==> src/rtl/arith_pkg.sv <==
// Shared definitions for the arithmetic-unit command sequencer.
//   DATA_W            : datapath width of the arithmetic unit
//   op_t / OP_*       : command op encoding (ADD, SUB, PASSB, NEGB)
//   state_t           : sequencer states (IDLE, EXEC, DONE)
//   op_to_sel()       : maps an op to the unit's {S2, S3} select pair
package arith_pkg;

  localparam int DATA_W = 4;

  typedef logic [1:0] op_t;

  localparam op_t OP_ADD   = 2'b00;
  localparam op_t OP_SUB   = 2'b01;
  localparam op_t OP_PASSB = 2'b10;
  localparam op_t OP_NEGB  = 2'b11;

  typedef enum logic [1:0] {
    IDLE = 2'd0,
    EXEC = 2'd1,
    DONE = 2'd2
  } state_t;

  // Returns {s2, s3}. S2 forces the A input to zero, S3 selects ~B with
  // carry-in so the unit subtracts.
  function automatic logic [1:0] op_to_sel(input op_t op);
    logic [1:0] sel;
    case (op)
      OP_ADD:   sel = 2'b00;
      OP_SUB:   sel = 2'b01;
      OP_PASSB: sel = 2'b10;
      default:  sel = 2'b11;
    endcase
    return sel;
  endfunction

endpackage

==> src/rtl/arith_flag_calc.sv <==
// Combinational status-flag generator for the arithmetic unit result.
//   i_op   : operation that produced the sum
//   i_a    : registered operand A (as presented to the unit)
//   i_b    : registered operand B (as presented to the unit)
//   i_sum  : sum returned by the unit
//   o_z    : result is zero
//   o_n    : result sign bit
//   o_v    : signed overflow for the operation
module arith_flag_calc
  import arith_pkg::*;
(
  input  op_t               i_op,
  input  logic [DATA_W-1:0] i_a,
  input  logic [DATA_W-1:0] i_b,
  input  logic [DATA_W-1:0] i_sum,
  output logic              o_z,
  output logic              o_n,
  output logic              o_v
);

  localparam int MSB = DATA_W - 1;

  // Most negative value; negating it is the only NEGB overflow case.
  localparam logic [DATA_W-1:0] MOST_NEG = {1'b1, {(DATA_W-1){1'b0}}};

  always_comb begin
    o_z = (i_sum == '0);
    o_n = i_sum[MSB];
    case (i_op)
      OP_ADD:   o_v = (i_a[MSB] == i_b[MSB]) && (i_sum[MSB] != i_a[MSB]);
      OP_SUB:   o_v = (i_a[MSB] != i_b[MSB]) && (i_sum[MSB] != i_a[MSB]);
      OP_PASSB: o_v = 1'b0;
      default:  o_v = (i_b == MOST_NEG);
    endcase
  end

endmodule

==> src/rtl/arith_op_sequencer.sv <==
// Command-side controller wrapped around the 4-bit arithmetic unit.
// One operation is accepted per cmd handshake, executed on the external
// combinational unit for exactly one cycle, and presented on the res
// handshake with flags. A 4-bit accumulator holds the last result so a
// command can substitute it for operand A; op_count counts completions.
//   CLK, RST            : clock, synchronous active-high reset
//   cmd_valid/ready     : command handshake
//   cmd_op/a/b/use_acc  : operation, operands, accumulator substitution
//   au_a/b/s2/s3        : registered drive to the arithmetic unit
//   au_s, au_c_out      : sum and carry returned by the unit
//   res_valid/ready     : result handshake
//   res_data/c/z/n/v    : captured sum, raw carry and flags
//   acc_out, op_count   : accumulator and completed-operation counter
module arith_op_sequencer
  import arith_pkg::*;
#(
  parameter logic [DATA_W-1:0] ACC_INIT = 4'h0,
  parameter int                COUNT_W  = 8
)
(
  input  logic               CLK,
  input  logic               RST,
  input  logic               cmd_valid,
  output logic               cmd_ready,
  input  logic [1:0]         cmd_op,
  input  logic [DATA_W-1:0]  cmd_a,
  input  logic [DATA_W-1:0]  cmd_b,
  input  logic               cmd_use_acc,
  output logic [DATA_W-1:0]  au_a,
  output logic [DATA_W-1:0]  au_b,
  output logic               au_s2,
  output logic               au_s3,
  input  logic [DATA_W-1:0]  au_s,
  input  logic               au_c_out,
  output logic               res_valid,
  input  logic               res_ready,
  output logic [DATA_W-1:0]  res_data,
  output logic               res_c,
  output logic               res_z,
  output logic               res_n,
  output logic               res_v,
  output logic [DATA_W-1:0]  acc_out,
  output logic [COUNT_W-1:0] op_count
);

  state_t              r_state;
  state_t              w_next;
  op_t                 r_op;
  logic [DATA_W-1:0]   r_au_a;
  logic [DATA_W-1:0]   r_au_b;
  logic                r_au_s2;
  logic                r_au_s3;
  logic [DATA_W-1:0]   r_res_data;
  logic                r_res_c;
  logic                r_res_z;
  logic                r_res_n;
  logic                r_res_v;
  logic [DATA_W-1:0]   r_acc;
  logic [COUNT_W-1:0]  r_op_count;

  logic                w_accept;
  logic                w_capture;
  logic [1:0]          w_sel;
  logic                w_z;
  logic                w_n;
  logic                w_v;

  // State register
  always_ff @(posedge CLK) begin
    if (RST) r_state <= IDLE;
    else     r_state <= w_next;
  end

  // Next-state logic
  always_comb begin
    w_next = r_state;
    case (r_state)
      IDLE:    if (cmd_valid) w_next = EXEC;
      EXEC:    w_next = DONE;
      DONE:    if (res_ready) w_next = IDLE;
      default: w_next = IDLE;
    endcase
  end

  // Handshake outputs, decoded from state only
  always_comb begin
    cmd_ready = (r_state == IDLE);
    res_valid = (r_state == DONE);
  end

  assign w_accept  = (r_state == IDLE) && cmd_valid;
  assign w_capture = (r_state == EXEC);
  assign w_sel     = op_to_sel(op_t'(cmd_op));

  // Flags are formed from the operands held on the unit inputs and the
  // sum being captured, so they are registered together with res_data.
  arith_flag_calc u_flags (
    .i_op  (r_op),
    .i_a   (r_au_a),
    .i_b   (r_au_b),
    .i_sum (au_s),
    .o_z   (w_z),
    .o_n   (w_n),
    .o_v   (w_v)
  );

  // Accept stage: operands and selects go straight onto the unit inputs.
  // Capture stage (end of EXEC): result, flags, accumulator and counter.
  // A reset on the capture edge wins, so an in-flight op leaves no trace.
  always_ff @(posedge CLK) begin
    if (RST) begin
      r_op       <= OP_ADD;
      r_au_a     <= '0;
      r_au_b     <= '0;
      r_au_s2    <= 1'b0;
      r_au_s3    <= 1'b0;
      r_res_data <= '0;
      r_res_c    <= 1'b0;
      r_res_z    <= 1'b0;
      r_res_n    <= 1'b0;
      r_res_v    <= 1'b0;
      r_acc      <= ACC_INIT;
      r_op_count <= '0;
    end else begin
      if (w_accept) begin
        r_op    <= op_t'(cmd_op);
        r_au_a  <= cmd_use_acc ? r_acc : cmd_a;
        r_au_b  <= cmd_b;
        r_au_s2 <= w_sel[1];
        r_au_s3 <= w_sel[0];
      end
      if (w_capture) begin
        r_res_data <= au_s;
        r_res_c    <= au_c_out;
        r_res_z    <= w_z;
        r_res_n    <= w_n;
        r_res_v    <= w_v;
        r_acc      <= au_s;
        r_op_count <= r_op_count + COUNT_W'(1);
      end
    end
  end

  assign au_a     = r_au_a;
  assign au_b     = r_au_b;
  assign au_s2    = r_au_s2;
  assign au_s3    = r_au_s3;
  assign res_data = r_res_data;
  assign res_c    = r_res_c;
  assign res_z    = r_res_z;
  assign res_n    = r_res_n;
  assign res_v    = r_res_v;
  assign acc_out  = r_acc;
  assign op_count = r_op_count;

endmodule

==> config.mk <==
export PLATFORM = sky130hd
export DESIGN_NAME = arith_op_sequencer
export DESIGN_NICKNAME = d
export VERILOG_FILES = /design/src/rtl/arith_pkg.sv /design/src/rtl/arith_flag_calc.sv /design/src/rtl/arith_op_sequencer.sv
export SDC_FILE = /design/constraint.sdc
export NUM_CORES = 1
export LEC_CHECK = 0
export ABC_AREA = 1
export CORE_ASPECT_RATIO = 0.7
export CORE_MARGIN = 5
export CORE_UTILIZATION = 30
export DETAILED_ROUTE_END_ITERATION = 8
export MAX_ROUTING_LAYER = met4
export SYNTH_ARGS = -nofsm -noshare
export SYNTH_HDL_FRONTEND = slang
export SYNTH_HIERARCHICAL = 1
export SYNTH_SLANG_ARGS = --single-unit
export TNS_END_PERCENT = 50
==> constraint.sdc <==
create_clock -name CLK -period 2.85 [get_ports CLK]
set_input_delay 0.285 -clock CLK [delete_from_list [all_inputs] [get_ports CLK]]
set_output_delay 0.285 -clock CLK [all_outputs]
set_load 0.005 [all_outputs]
==> results.yml <==
critical_path:
  worst_path_largest_cell_delay_ps: 530
  crit_type: "flip-flop to output pin"
  cp_slowest_cell: "sky130_fd_sc_hd__clkdlybuf4s50_1"
  cp.buffers_inverters: 2
  cp.depth: 3
  timing.reg2reg.worst_path_depth: 5
  start_kind: "flip-flop"
  timing.critical_path.required_ps: 2570
  endpoint_kind: "output pin"
  critical_path_peak_fanout: 4
  timing.critical_path.max_delay_family: "buffers and inverters"
  arrival_ps: 1380
  critical_path_cell_by_cell: "inv_1 > nor2_1 > clkdlybuf4s50_1"
sta:
  finalClockSkew_ps: 7.23
  timing.final.crit_share: 0.586
  tns_ps: 0
  final-max-slew-violation-count: 0
  setup_viol: 0
  worstMarginPinSlew_ps: 538
  hold_viol: 0
  timing.slew.headroom: 0.641
  final.min_clock_period_ps: 1670
  grt_setup_unrepaired: "false"
  timing.fmax_mhz: 599
power_and_ir_drop:
  power.total_w: 0.00104
  static_leakage_nw: 0.751
  powerDensity_mw_per_mm2: 541
  vdd.ir_drop.worst_v: 0.000266
placed_design:
  dp_hpwl_um: 2430
  port-buffer-count: 51
  gp_routability_congestion: 0.746
detailed_routing:
  first_iter_violations: 39
  via_density: 4.30
  first_pass_iteration_count_of_the_detailed_router: 4
  routedWlPerCell_um: 11.3
  ant_nets: 0
  route.vias.total: 1242
  route.detailed.drc: 0
  finalWirelength_um: 3260
die:
  floorplan.die.width_um: 88.6
  die_height_um: 65.0
  initial_core_utilization: 0.305
  placement_rows: 20
  floorplan_core_area_mm2: 0.00425
  die-area_mm2: 0.00576
  design.portCount: 52
global_route:
  grt_antenna_before_repair: 0
  grt_max_degree: 21
  globalRouteOverflowTotal: 0
  vias_in_the_first_global_route: 1176
  grt_first_pass_wirelength_um: 5520
  globalRouteTotalUtil: 0.130
finish:
  antenna_cells: 0
  filler_cells: 453
  layout-drive-gt1-share: 0.0470
  final_nets: 254
  areaGrowthSynthToFinish_pct: 47.8
clocking:
  htree_levels: 2
  numClockSinks: 30
  cts.root.buffer_cell: "sky130_fd_sc_hd__clkbuf_8"
  clock_path_buffers: 2
  cts_tree: "done"
  cts_repair_resize_count: 0
  holdBufCountCts: 0
  post_cts.repair.setup_buffers: 0
  clk_latency_worst_skew_pair_ps: 280
  tritoncts.num_buffers: 5
  worst_setup_hold_path_clk_slew_ps: 60
synthesis:
  post_synth_instance_area_mm2: 0.00130
  net_count_of_the_mapped_netlist: 206
  ys_ff_latch: 30
  synth_area_per_cell_um2: 7.01
  synth_largest_area_cell: "sky130_fd_sc_hd__dfxtp_1"
  synth.yosys.seq_area_share: 0.463
  synth.top_cell.area_share: 0.463
  post_synthesis_instance_total: 185
  ys_types: 20
  yosys-top-cells-area: "sky130_fd_sc_hd__dfxtp_1 46%, sky130_fd_sc_hd__nor2_1 13%, sky130_fd_sc_hd__nand2_1 12%, sky130_fd_sc_hd__o21ai_0 6.6%, sky130_fd_sc_hd__a21oi_1 5.0%"
  ys_warn_count: 6
job:
  drv.max_cap_violation_count: 0
outcome:
  status: "completed"
worst_hold_path:
  min_delay_path_depth: 2
  class_of_the_worst_hold_path: "flip-flop to flip-flop"
[cells in the mapped netlist]
master and n:
sky130_fd_sc_hd__inv_1 14, sky130_fd_sc_hd__clkinv_1 1, sky130_fd_sc_hd__a21oi_1 13, sky130_fd_sc_hd__nor4_1 1
sky130_fd_sc_hd__clkbuf_2 1, sky130_fd_sc_hd__nand2_1 41, sky130_fd_sc_hd__ha_1 1, sky130_fd_sc_hd__o21ai_0 17
sky130_fd_sc_hd__nand3_1 7, sky130_fd_sc_hd__nor2_2 1, sky130_fd_sc_hd__dfxtp_1 30, sky130_fd_sc_hd__buf_4 5
sky130_fd_sc_hd__nand4_1 1, sky130_fd_sc_hd__clkinv_4 1, sky130_fd_sc_hd__nor2_4 1, sky130_fd_sc_hd__clkbuf_1 3
sky130_fd_sc_hd__buf_6 1, sky130_fd_sc_hd__nand2_4 1, sky130_fd_sc_hd__nor2_1 44, sky130_fd_sc_hd__o21ai_2 1
[registers in the layout (all words and copies together) (netlist names)]
name      flops
res_v         1
res_z         1
res_n         1
au_s3         1
op_count      8
res_c         1
r_state       2
acc_out       4
au_a          4
r_op          2
au_s2         1
au_b          4
[worst paths after layout]
kind | startpoint | end | slack [ps]
min reg2reg | au_a[0]$_SDFFE_PP0P_ | au_a[0]$_SDFFE_PP0P_ | 470
max | r_state[1]$_SDFFE_PP0P_ | res_valid | 1180
max reg2reg | r_state[1]$_SDFFE_PP0P_ | op_count[1]$_SDFFE_PP0N_ | 1520
min | au_a[0]$_SDFFE_PP0P_ | au_a[0]$_SDFFE_PP0P_ | 470
[power by group]
part / internal, W / switching [W] / total [W]
sequential: 0.000444 / 0.0000214 / 0.000465
combinational: 0.0000914 / 0.0000699 / 0.000161
clock: 0.000261 / 0.000151 / 0.000412
[logic make-up after synthesis]
family,share of synthesized area
simple gates,0.305
compound gates,0.122
flops,0.463
buf+inv,0.100
fa+ha+maj,0.00964
[cells in the final DEF (no fill, tap or decap), types with 2 or more instances in the layout]
cell                              instances
sky130_fd_sc_hd__a21oi_1                 13
sky130_fd_sc_hd__clkbuf_1                 2
sky130_fd_sc_hd__clkbuf_8                 5
sky130_fd_sc_hd__clkdlybuf4s50_1         51
sky130_fd_sc_hd__dfxtp_1                 30
sky130_fd_sc_hd__inv_1                   14
sky130_fd_sc_hd__nand2_1                 41
sky130_fd_sc_hd__nand3_1                  7
sky130_fd_sc_hd__nor2_1                  44
sky130_fd_sc_hd__o21ai_0                 17
[worst register-to-register path, delay by kind of cell (launching register included)]
kind,cells,cell delay (ps)
and+or+nand+nor,3,480
DFF,1,340
buffers and inverters,2,400
[per-stage QoR]
stage / area, µm² / utilization / hold slack (ps) / std cells / setup slack (ps)
2_1_floorplan: 1300 / - / 419 / 185 / 1810
3_3_place_gp: 1810 / 0.426 / 455 / 281 / 1070
3_5_place_dp: 1810 / 0.426 / 460 / 281 / 1020
4_1_cts: 1920 / 0.451 / 469 / 289 / 1160
5_1_grt: 1920 / 0.451 / 491 / 289 / 1070
6_report: 1920 / 0.451 / 465 / 289 / 1180
[layer usage]
layer,GRT usage,up-vias,part of all wire
li1,-,676,-
met1,0.180,531,0.53
met2,0.169,29,0.40
met3,0.0546,6,0.060
met4,0.0396,0,0.011
met5,-,-,0
[layout make-up]
class	count	area [µm²]	share of cell area
Timing Repair Buffer	51	510	0.266
Multi-Input combinational cell	129	567	0.295
Clock buffer	7	76.3	0.0398
Clock inverter	1	30.0	0.0157
Inverter	16	65.1	0.0339
Tap cell	55	68.8	0.0359
Sequential cell	30	601	0.313
No activity file was read; power rests on OpenSTA's default activity.
